`config.mk`:
```
export PLATFORM = sky130hd
export DESIGN_NAME = mips_run_ctrl
export DESIGN_NICKNAME = d
export VERILOG_FILES = /design/src/rtl/mips_run_ctrl.sv
export SDC_FILE = /design/constraint.sdc
export NUM_CORES = 1
export LEC_CHECK = 0
export CAP_MARGIN = 15
export CELL_PAD_IN_SITES_DETAIL_PLACEMENT = 0
export CELL_PAD_IN_SITES_GLOBAL_PLACEMENT = 1
export CORE_UTILIZATION = 26
export DETAILED_ROUTE_END_ITERATION = 7
export GPL_ROUTABILITY_DRIVEN = 0
export PLACE_DENSITY_LB_ADDON = 0.1
export SLEW_MARGIN = 40
export SYNTH_ARGS = -nofsm -noshare
export SYNTH_HDL_FRONTEND = slang
export SYNTH_SLANG_ARGS = --single-unit
```
`constraint.sdc`:
```
create_clock -name clk1 -period 2 [get_ports clk1]
set_input_delay 0.4 -clock clk1 [delete_from_list [all_inputs] [get_ports clk1]]
set_output_delay 0.4 -clock clk1 [all_outputs]
set_load 0.01 [all_outputs]
```
`src/rtl/mips_run_ctrl.sv`:
```
// Run controller for one program execution on the pipe_MIPS32 core:
// loads a memory image, holds the core in reset for a short clear window,
// lets it run until HLT or the cycle budget, then streams out a window of
// register-file contents.
module mips_run_ctrl #(
  parameter int ADDR_W       = 10,
  parameter int MAX_CYCLES   = 4096,
  parameter int CLEAR_CYCLES = 2,
  parameter int DUMP_REGS    = 6
) (
  input  logic              clk1,
  input  logic              rst,
  input  logic              start,
  input  logic              ld_valid,
  output logic              ld_ready,
  input  logic [31:0]       ld_data,
  input  logic              ld_last,
  output logic              mem_we,
  output logic [ADDR_W-1:0] mem_addr,
  output logic [31:0]       mem_wdata,
  output logic              core_rst,
  input  logic              core_halted,
  output logic [4:0]        rf_raddr,
  input  logic [31:0]       rf_rdata,
  output logic              dump_valid,
  input  logic              dump_ready,
  output logic [4:0]        dump_idx,
  output logic [31:0]       dump_data,
  output logic              busy,
  output logic              done,
  output logic              timeout,
  output logic              load_ovf,
  output logic [15:0]       cycle_count
);

  typedef enum logic [2:0] {
    S_IDLE,
    S_LOAD,
    S_CLEAR,
    S_RUN,
    S_DUMP,
    S_DONE
  } state_t;

  // Last memory word; accepting it without ld_last means the image overflowed.
  localparam logic [ADDR_W-1:0] LAST_ADDR = '1;
  // Value of cycle_count in the final budgeted RUN cycle.
  localparam logic [15:0] BUDGET_LAST = 16'(MAX_CYCLES - 1);
  // Index of the final register in the dump window.
  localparam logic [4:0] LAST_IDX = 5'(DUMP_REGS - 1);
  localparam int CLR_W = (CLEAR_CYCLES > 1) ? $clog2(CLEAR_CYCLES) : 1;
  localparam logic [CLR_W-1:0] CLR_LAST = CLR_W'(CLEAR_CYCLES - 1);

  state_t            state_q, state_d;
  logic [ADDR_W-1:0] word_cnt_q, word_cnt_d;
  logic [CLR_W-1:0]  clr_cnt_q, clr_cnt_d;
  logic [15:0]       cycle_count_q, cycle_count_d;
  logic              timeout_q, timeout_d;
  logic              load_ovf_q, load_ovf_d;
  logic [4:0]        dump_idx_q, dump_idx_d;
  logic              mem_we_q, mem_we_d;
  logic [ADDR_W-1:0] mem_addr_q, mem_addr_d;
  logic [31:0]       mem_wdata_q, mem_wdata_d;

  // State register and datapath flops; reset drops any pending write pulse.
  always_ff @(posedge clk1) begin
    if (rst) begin
      state_q       <= S_IDLE;
      word_cnt_q    <= '0;
      clr_cnt_q     <= '0;
      cycle_count_q <= '0;
      timeout_q     <= 1'b0;
      load_ovf_q    <= 1'b0;
      dump_idx_q    <= '0;
      mem_we_q      <= 1'b0;
      mem_addr_q    <= '0;
      mem_wdata_q   <= '0;
    end else begin
      state_q       <= state_d;
      word_cnt_q    <= word_cnt_d;
      clr_cnt_q     <= clr_cnt_d;
      cycle_count_q <= cycle_count_d;
      timeout_q     <= timeout_d;
      load_ovf_q    <= load_ovf_d;
      dump_idx_q    <= dump_idx_d;
      mem_we_q      <= mem_we_d;
      mem_addr_q    <= mem_addr_d;
      mem_wdata_q   <= mem_wdata_d;
    end
  end

  // Next-state and datapath updates for the load/clear/run/dump sequence.
  always_comb begin
    state_d       = state_q;
    word_cnt_d    = word_cnt_q;
    clr_cnt_d     = clr_cnt_q;
    cycle_count_d = cycle_count_q;
    timeout_d     = timeout_q;
    load_ovf_d    = load_ovf_q;
    dump_idx_d    = dump_idx_q;
    mem_we_d      = 1'b0;
    mem_addr_d    = mem_addr_q;
    mem_wdata_d   = mem_wdata_q;

    case (state_q)
      S_IDLE, S_DONE: begin
        if (start) begin
          state_d       = S_LOAD;
          word_cnt_d    = '0;
          timeout_d     = 1'b0;
          load_ovf_d    = 1'b0;
          cycle_count_d = '0;
          dump_idx_d    = '0;
        end
      end

      S_LOAD: begin
        clr_cnt_d = '0;
        if (ld_valid) begin
          mem_we_d    = 1'b1;
          mem_addr_d  = word_cnt_q;
          mem_wdata_d = ld_data;
          word_cnt_d  = word_cnt_q + 1'b1;
          if (ld_last) begin
            state_d = S_CLEAR;
          end else if (word_cnt_q == LAST_ADDR) begin
            load_ovf_d = 1'b1;
            state_d    = S_CLEAR;
          end
        end
      end

      S_CLEAR: begin
        if (clr_cnt_q == CLR_LAST) begin
          state_d = S_RUN;
        end else begin
          clr_cnt_d = clr_cnt_q + 1'b1;
        end
      end

      S_RUN: begin
        if (cycle_count_q != 16'hFFFF) begin
          cycle_count_d = cycle_count_q + 16'd1;
        end
        if (core_halted) begin
          state_d = S_DUMP;
        end else if (cycle_count_q == BUDGET_LAST) begin
          timeout_d = 1'b1;
          state_d   = S_DUMP;
        end
      end

      S_DUMP: begin
        if (dump_ready) begin
          if (dump_idx_q == LAST_IDX) begin
            state_d = S_DONE;
          end else begin
            dump_idx_d = dump_idx_q + 5'd1;
          end
        end
      end

      default: begin
        state_d = S_IDLE;
      end
    endcase
  end

  // State-decoded handshake and status outputs; the core is held in reset
  // until the image is loaded and the clear window has elapsed.
  always_comb begin
    ld_ready   = 1'b0;
    core_rst   = 1'b0;
    dump_valid = 1'b0;
    busy       = 1'b0;
    done       = 1'b0;
    case (state_q)
      S_IDLE: begin
        core_rst = 1'b1;
      end
      S_LOAD: begin
        ld_ready = 1'b1;
        core_rst = 1'b1;
        busy     = 1'b1;
      end
      S_CLEAR: begin
        core_rst = 1'b1;
        busy     = 1'b1;
      end
      S_RUN: begin
        busy = 1'b1;
      end
      S_DUMP: begin
        dump_valid = 1'b1;
        busy       = 1'b1;
      end
      S_DONE: begin
        done = 1'b1;
      end
      default: begin
        core_rst = 1'b1;
      end
    endcase
  end

  assign mem_we      = mem_we_q;
  assign mem_addr    = mem_addr_q;
  assign mem_wdata   = mem_wdata_q;
  assign rf_raddr    = dump_idx_q;
  assign dump_idx    = dump_idx_q;
  assign dump_data   = rf_rdata;
  assign timeout     = timeout_q;
  assign load_ovf    = load_ovf_q;
  assign cycle_count = cycle_count_q;

endmodule

```
* Word level (Yosys, flattened, before mapping) *
Index checks and enable logic that the tools add are counted.

operators by class
  add/subtract/negate cells = 4
  eq/ne operators = 22
  mux-type cells = 36
  bitwise gates (word level) = 1
  reductions and logical operators = 16

operator list
  cell                                                                     count
  16-bit 2-to-1 mux                                                        2
  16-bit one-hot mux with 2 select lines                                   1
  3-bit 2-to-1 mux                                                         9
  2-bit inequality test, second input constant                             11
  10-bit 2-to-1 mux                                                        2
  10-bit one-hot mux with 2 select lines                                   1
  16-bit by 1-bit adder with 16-bit output, second input constant          1
  16-bit by 12-bit equality test with 1-bit output, second input constant  1
  16-bit inequality test, second input constant                            1
  5-bit 2-to-1 mux                                                         3
  3-bit one-hot mux with 5 select lines                                    1
  1-bit 2-to-1 mux                                                         13
  10-bit by 1-bit adder with 10-bit output, second input constant          1
  10-bit equality test, second input constant                              1
  5-bit one-hot mux with 2 select lines                                    1
  4-bit AND reduction                                                      2
  2-bit nonzero test                                                       4
  7-bit AND reduction                                                      1
  3-bit by 2-bit equality test with 1-bit output, second input constant    2
  3-bit equality test, second input constant                               2
  3-bit inequality test, second input constant                             2
  1-bit one-hot mux with 2 select lines                                    3
  3-bit AND reduction                                                      2
  5-bit by 1-bit adder with 5-bit output, second input constant            1
  other kinds (10)                                                         11

word-level totals
  register bits = 80
  input bits = 71
  output and inout bits = 108
  word-level logic and storage cells = 89

* Logic depth before layout (Yosys ltp) *
  depth in word-level cells = 5
  gate-level depth with buffers = 8
  mapped depth without buffers = 7

* Worst setup path after synthesis *
OpenSTA, ideal clock, no wires.

  path type = register to register
  from = register cycle_count_q[0], in the netlist cycle_count[0]
  to = register state_q[2]
  library setup time = 0.091 ns
  arrival time = 1.948 ns
  data required time = 1.909 ns
  setup slack = -0.039 ns
  cell stages (with the launch flop) = 7
  path buffers = 0
  clock period less this slack = 2.039 ns
  cell sequence = dfxtp_1 ha_1 or4b_2 nor4_2 o31a_1 a21oi_1 a311oi_1

on the way
  longest elaborated chain between the ends = 3

RTL lines
  item                                              RTL line  RTL
  start, declared                                   57        logic [15:0] cycle_count_q, cycle_count_d;
  start signal, assigned                            82        cycle_count_q <= cycle_count_d;
  16-bit by 12-bit equality test with 1-bit output  147       end else if (cycle_count_q == BUDGET_LAST) begin
  3-bit inequality test (no source line)            n/a
  7-bit AND reduction (no source line)              n/a
  end signal, assigned                              79        state_q <= state_d;
  end, declared                                     54        state_t state_q, state_d;

No other way between the ends.
A chain may end at the register's enable or synchronous reset.

* Worst setup path after layout *
  from = register state_q[0]
  to = register cycle_count_q[5], in the netlist cycle_count[5]

on the way
  longest elaborated chain between the ends = 4
  elaborated cells on any way between the ends = 9
  classes of those cells = eq/ne (4); mux (1); reduce/logical (4)

RTL lines
  item                                                                                 RTL line  RTL
  3-bit equality test / 3-bit logical NOT (equally long branches)                      105       case (state_q)
  2-bit OR reduction                                                                   105
  2-bit inequality test (no source line) / 2-bit nonzero test (equally long branches)  n/a
  3-bit AND reduction (no source line)                                                 n/a

Parallel ways exist; a longest one is shown, timed or not.

==> flow_summary.html <==
<table>
<tr><th>Metric</th><th>Value</th></tr>
<tr><th colspan="2">Status</th></tr>
<tr><td>Status</td><td>complete, no violations</td></tr>
<tr><th colspan="2">STA</th></tr>
<tr><td>Total Neg Setup Slack</td><td>0 ps</td></tr>
<tr><td>Actual slew at the worst max-slew pin</td><td>567 ps</td></tr>
<tr><td>Maximum achievable frequency</td><td>0.515 GHz</td></tr>
<tr><td>Post-route clock period utilization</td><td>0.971</td></tr>
<tr><td>Final Hold Violating Endpoints</td><td>0</td></tr>
<tr><td>Setup repair after global routing missed its margin</td><td>yes</td></tr>
<tr><td>Final setup violation count</td><td>0</td></tr>
<tr><td>Number of pins with negative max-slew slack in the final report</td><td>0</td></tr>
<tr><td>Period minus WS final</td><td>1940 ps</td></tr>
<tr><td>Tightest hold margin</td><td>452 ps</td></tr>
<tr><td>Max-slew headroom</td><td>0.622</td></tr>
<tr><td>Clock Skews</td><td>5.77 ps</td></tr>
<tr><th colspan="2">Floorplan</th></tr>
<tr><td>Area of the core</td><td>0.0140 mm2</td></tr>
<tr><td>Die area</td><td>0.0150 mm2</td></tr>
<tr><td>Initial Utilization</td><td>0.269</td></tr>
<tr><td>I/O pins</td><td>179</td></tr>
<tr><td>Width of the die</td><td>122 um</td></tr>
<tr><td>Die outline height</td><td>122 um</td></tr>
<tr><td># rows</td><td>43</td></tr>
<tr><th colspan="2">Power</th></tr>
<tr><td>Leakage power figure</td><td>1.91 nW</td></tr>
<tr><td>Total Power</td><td>5.39 mW</td></tr>
<tr><td>Max VDD drop</td><td>0.385 mV</td></tr>
<tr><td>PD cells</td><td>981 mW/mm2</td></tr>
<tr><th colspan="2">Flow run</th></tr>
<tr><td>Count of maximum capacitance violations</td><td>0</td></tr>
<tr><th colspan="2">Drt</th></tr>
<tr><td>DRC violation total after the first TritonRoute iteration</td><td>185</td></tr>
<tr><td>Final antenna-violating net count</td><td>0</td></tr>
<tr><td>Final Routed Wirelength</td><td>10.8 mm</td></tr>
<tr><td>Vias</td><td>3,612</td></tr>
<tr><td>Number of remaining DRC errors</td><td>0</td></tr>
<tr><td>Mean number of vias per cell</td><td>4.72</td></tr>
<tr><td>First drt pass iteration count</td><td>4</td></tr>
<tr><td>WL per Instance</td><td>14.2 um</td></tr>
<tr><th colspan="2">Synthesis</th></tr>
<tr><td>Main area contributors after synthesis</td><td>dfxtp_1, nand2_1, a21oi_1</td></tr>
<tr><td>Post-synthesis compound-gate area fraction</td><td>0.165</td></tr>
<tr><td>Main flop type after synthesis</td><td>dfxtp_1</td></tr>
<tr><td>Number of flops mapped to enable cells by yosys</td><td>0</td></tr>
<tr><td>Synthesized netlist cell count</td><td>468</td></tr>
<tr><td>Ys Warns</td><td>0</td></tr>
<tr><td>Flops &amp; latches, synth</td><td>80</td></tr>
<tr><td>Largest area contributor in the synthesized netlist</td><td>dfxtp_1</td></tr>
<tr><td>Dominant combinational cell family by area after synthesis</td><td>simple AND/OR/NAND/NOR gates</td></tr>
<tr><td>Synthesized-area fraction occupied by and/or/nand/nor cells</td><td>0.253</td></tr>
<tr><td>Adder-cell share of the synthesized area</td><td>0.0133</td></tr>
<tr><td>Synth cell types</td><td>55</td></tr>
<tr><td>Area of the mapped netlist</td><td>0.00376 mm2</td></tr>
<tr><td>Async S/R FF share, synth</td><td>0</td></tr>
<tr><td>Post-synthesis share of cell area spent on xor and xnor gates</td><td>0.0326</td></tr>
<tr><td>Syn Nets</td><td>543</td></tr>
<tr><td>Post-synthesis average cell area</td><td>8.04 um2</td></tr>
<tr><td>Share of synthesized area occupied by flip-flops and latches</td><td>0.426</td></tr>
<tr><td>Fraction of synthesized area in multiplexers</td><td>0.00266</td></tr>
<tr><td>Area share of the leading cell type in the synthesized netlist</td><td>0.426</td></tr>
<tr><th colspan="2">CTS</th></tr>
<tr><td>Number of CTS-inserted buffers</td><td>9</td></tr>
<tr><td>CTS Sinks</td><td>80</td></tr>
<tr><td>Max H-tree Level</td><td>3</td></tr>
<tr><td>Clock latency at the later pin of the worst-skew pair</td><td>340 ps</td></tr>
<tr><td>Post CTS Setup Buffer Count</td><td>0</td></tr>
<tr><td>TritonCTS clock tree</td><td>yes</td></tr>
<tr><td>Clock root buffer master</td><td>clkbuf_16</td></tr>
<tr><td>Clk pin slew, worst setup/hold paths</td><td>60 ps</td></tr>
<tr><td>Bufs on Longest Clock Path</td><td>2</td></tr>
<tr><th colspan="2">Hold path</th></tr>
<tr><td>Worst min-delay path category</td><td>reg -&gt; reg</td></tr>
<tr><th colspan="2">GRT</th></tr>
<tr><td>Antenna violations before repair</td><td>0</td></tr>
<tr><td>Sum of overflow across all layers after global routing</td><td>0</td></tr>
<tr><td>Via count of the first global-routing pass</td><td>3,516</td></tr>
<tr><td>GR met1 Demand/Resource</td><td>0.192</td></tr>
<tr><td>Global-route wire length before repair</td><td>17.4 mm</td></tr>
<tr><td>Maximum number of pins on one net before global-route repair</td><td>52</td></tr>
<tr><td>Layer carrying the most global-route usage</td><td>met2</td></tr>
<tr><td>Met3 Use GR</td><td>0.0302</td></tr>
<tr><td>GR met2 Demand/Resource</td><td>0.242</td></tr>
<tr><td>Global-route usage over all layers</td><td>0.151</td></tr>
<tr><th colspan="2">Cells and area</th></tr>
<tr><td>Final cell utilization of the core</td><td>0.393</td></tr>
<tr><td>Net count reported at finish</td><td>655</td></tr>
<tr><td>Leading cell types in the layout, fill and taps excluded</td><td>clkdlybuf4s50_1, nand2_1, dfxtp_1, a21oi_1, buf_4</td></tr>
<tr><td>Ratio of cells with drive above 1 in the final layout</td><td>0.142</td></tr>
<tr><td>Area Overhead vs Synth</td><td>46.1%</td></tr>
<tr><td>Most common cell after layout, fill and taps aside</td><td>clkdlybuf4s50_1</td></tr>
<tr><td>Post-route cell area</td><td>0.00550 mm2</td></tr>
<tr><td>Number of antenna repair diodes</td><td>0</td></tr>
<tr><th colspan="2">Worst setup path</th></tr>
<tr><td>Arrival @ worst endpoint</td><td>2210 ps</td></tr>
<tr><td>Worst-path maximum fanout</td><td>12</td></tr>
<tr><td>Required time of the worst setup path</td><td>2270 ps</td></tr>
<tr><td>Sort of element at the start of the critical path</td><td>flop</td></tr>
<tr><td>Endpoint type of the worst setup path</td><td>flop</td></tr>
<tr><td>Critical path class</td><td>reg -&gt; reg</td></tr>
<tr><th colspan="2">Placement</th></tr>
<tr><td>Number of input and output port buffers inserted</td><td>114</td></tr>
<tr><td>Placed wire-length estimate</td><td>7.77 mm</td></tr>
<tr><td>Total cell area at the placement stage</td><td>0.00515 mm2</td></tr>
</table>
## synthesized netlist by cell type, types with 3 or more instances
library cell	count
nand4_1	7
xnor2_1	8
nor4_1	5
o21ai_0	11
nor3_1	8
nand2b_1	3
dfxtp_1	80
clkbuf_1	19
buf_1	3
xor2_1	6
ha_1	4
a21oi_1	61
inv_1	4
buf_4	37
nor2b_1	4
a311oi_1	3
and3_1	3
nand3_1	14
nor2_1	26
a31oi_1	3
o31ai_1	8
or3_1	3
nand2_1	101
or4_1	9
## per-layer routing
layer	wire (um)	vias up
li1	-	1822
met1	4990	1660
met2	5140	96
met3	454	34
met4	266	0
met5	0	-
## worst max-delay path, cell delays in order (launching register included)
cell     delay, ps
dfxtp_1        330
buf_4          170
or3b_4         390
a21oi_4        210
nor2_4         100
or4_1          520
a21oi_1        160
## final timing paths
check,depth (start not counted),slack (ps),endpoint,start
setup reg to reg,6,60,cycle_count[5]$_SDFFE_PP0P_,state_q[0]$_SDFFE_PP0P_
setup / recovery,6,60,cycle_count[5]$_SDFFE_PP0P_,state_q[0]$_SDFFE_PP0P_
hold reg to reg,2,450,mem_wdata[15]$_SDFFE_PP0P_,mem_wdata[15]$_SDFFE_PP0P_
hold / removal,2,450,mem_wdata[15]$_SDFFE_PP0P_,mem_wdata[15]$_SDFFE_PP0P_
## layout make-up
| type | count | area (um2) |
|---|---|---|
| fillers | 1444 | 8490 |
| multi-input cells | 322 | 1820 |
| flip-flops and latches | 80 | 1600 |
| repair buffers | 163 | 1540 |
| clock buffers | 11 | 233 |
| well taps | 180 | 225 |
| clock inverters | 5 | 57.6 |
| inverters | 4 | 15.0 |
## flip-flops by register name, indices dropped and copies added, names as in the netlist
register     count
mem_wdata       32
cycle_count     16
mem_addr        10
word_cnt_q      10
dump_idx         5
state_q          3
clr_cnt_q        1
load_ovf         1
mem_we           1
timeout          1
## where the power goes
group	internal [mW]	switching [mW]	leakage, nW
clock network	0.965	0.662	0.132
registers	1.74	0.0977	0.648
logic	0.960	0.966	1.13
total	3.67	1.73	1.91
## through the flow
stage / instances / worst slack, ps
after floorplan: 468 / 30.3
after global placement: 749 / -325
after detailed placement: 749 / -383
after CTS: 765 / 1.02
after global routing: 765 / -2.93
final: 765 / 57.8
## timing repair
action / in CTS / in global routing
setup endpoints to repair: 12 / 12
pin swaps: 2 / 8
hold buffers: 0 / 0
resized for setup: 10 / 11
## cell families (layout without fill, tap and decap cells)
group,after synthesis,in the layout
compound gates,104,104
fa+ha+maj,4,4
simple gates,199,199
buf+inv,66,183
xor+xnor,14,14
flops,80,80
mux,1,1
Note: power is estimated with default switching activity, not from simulation.
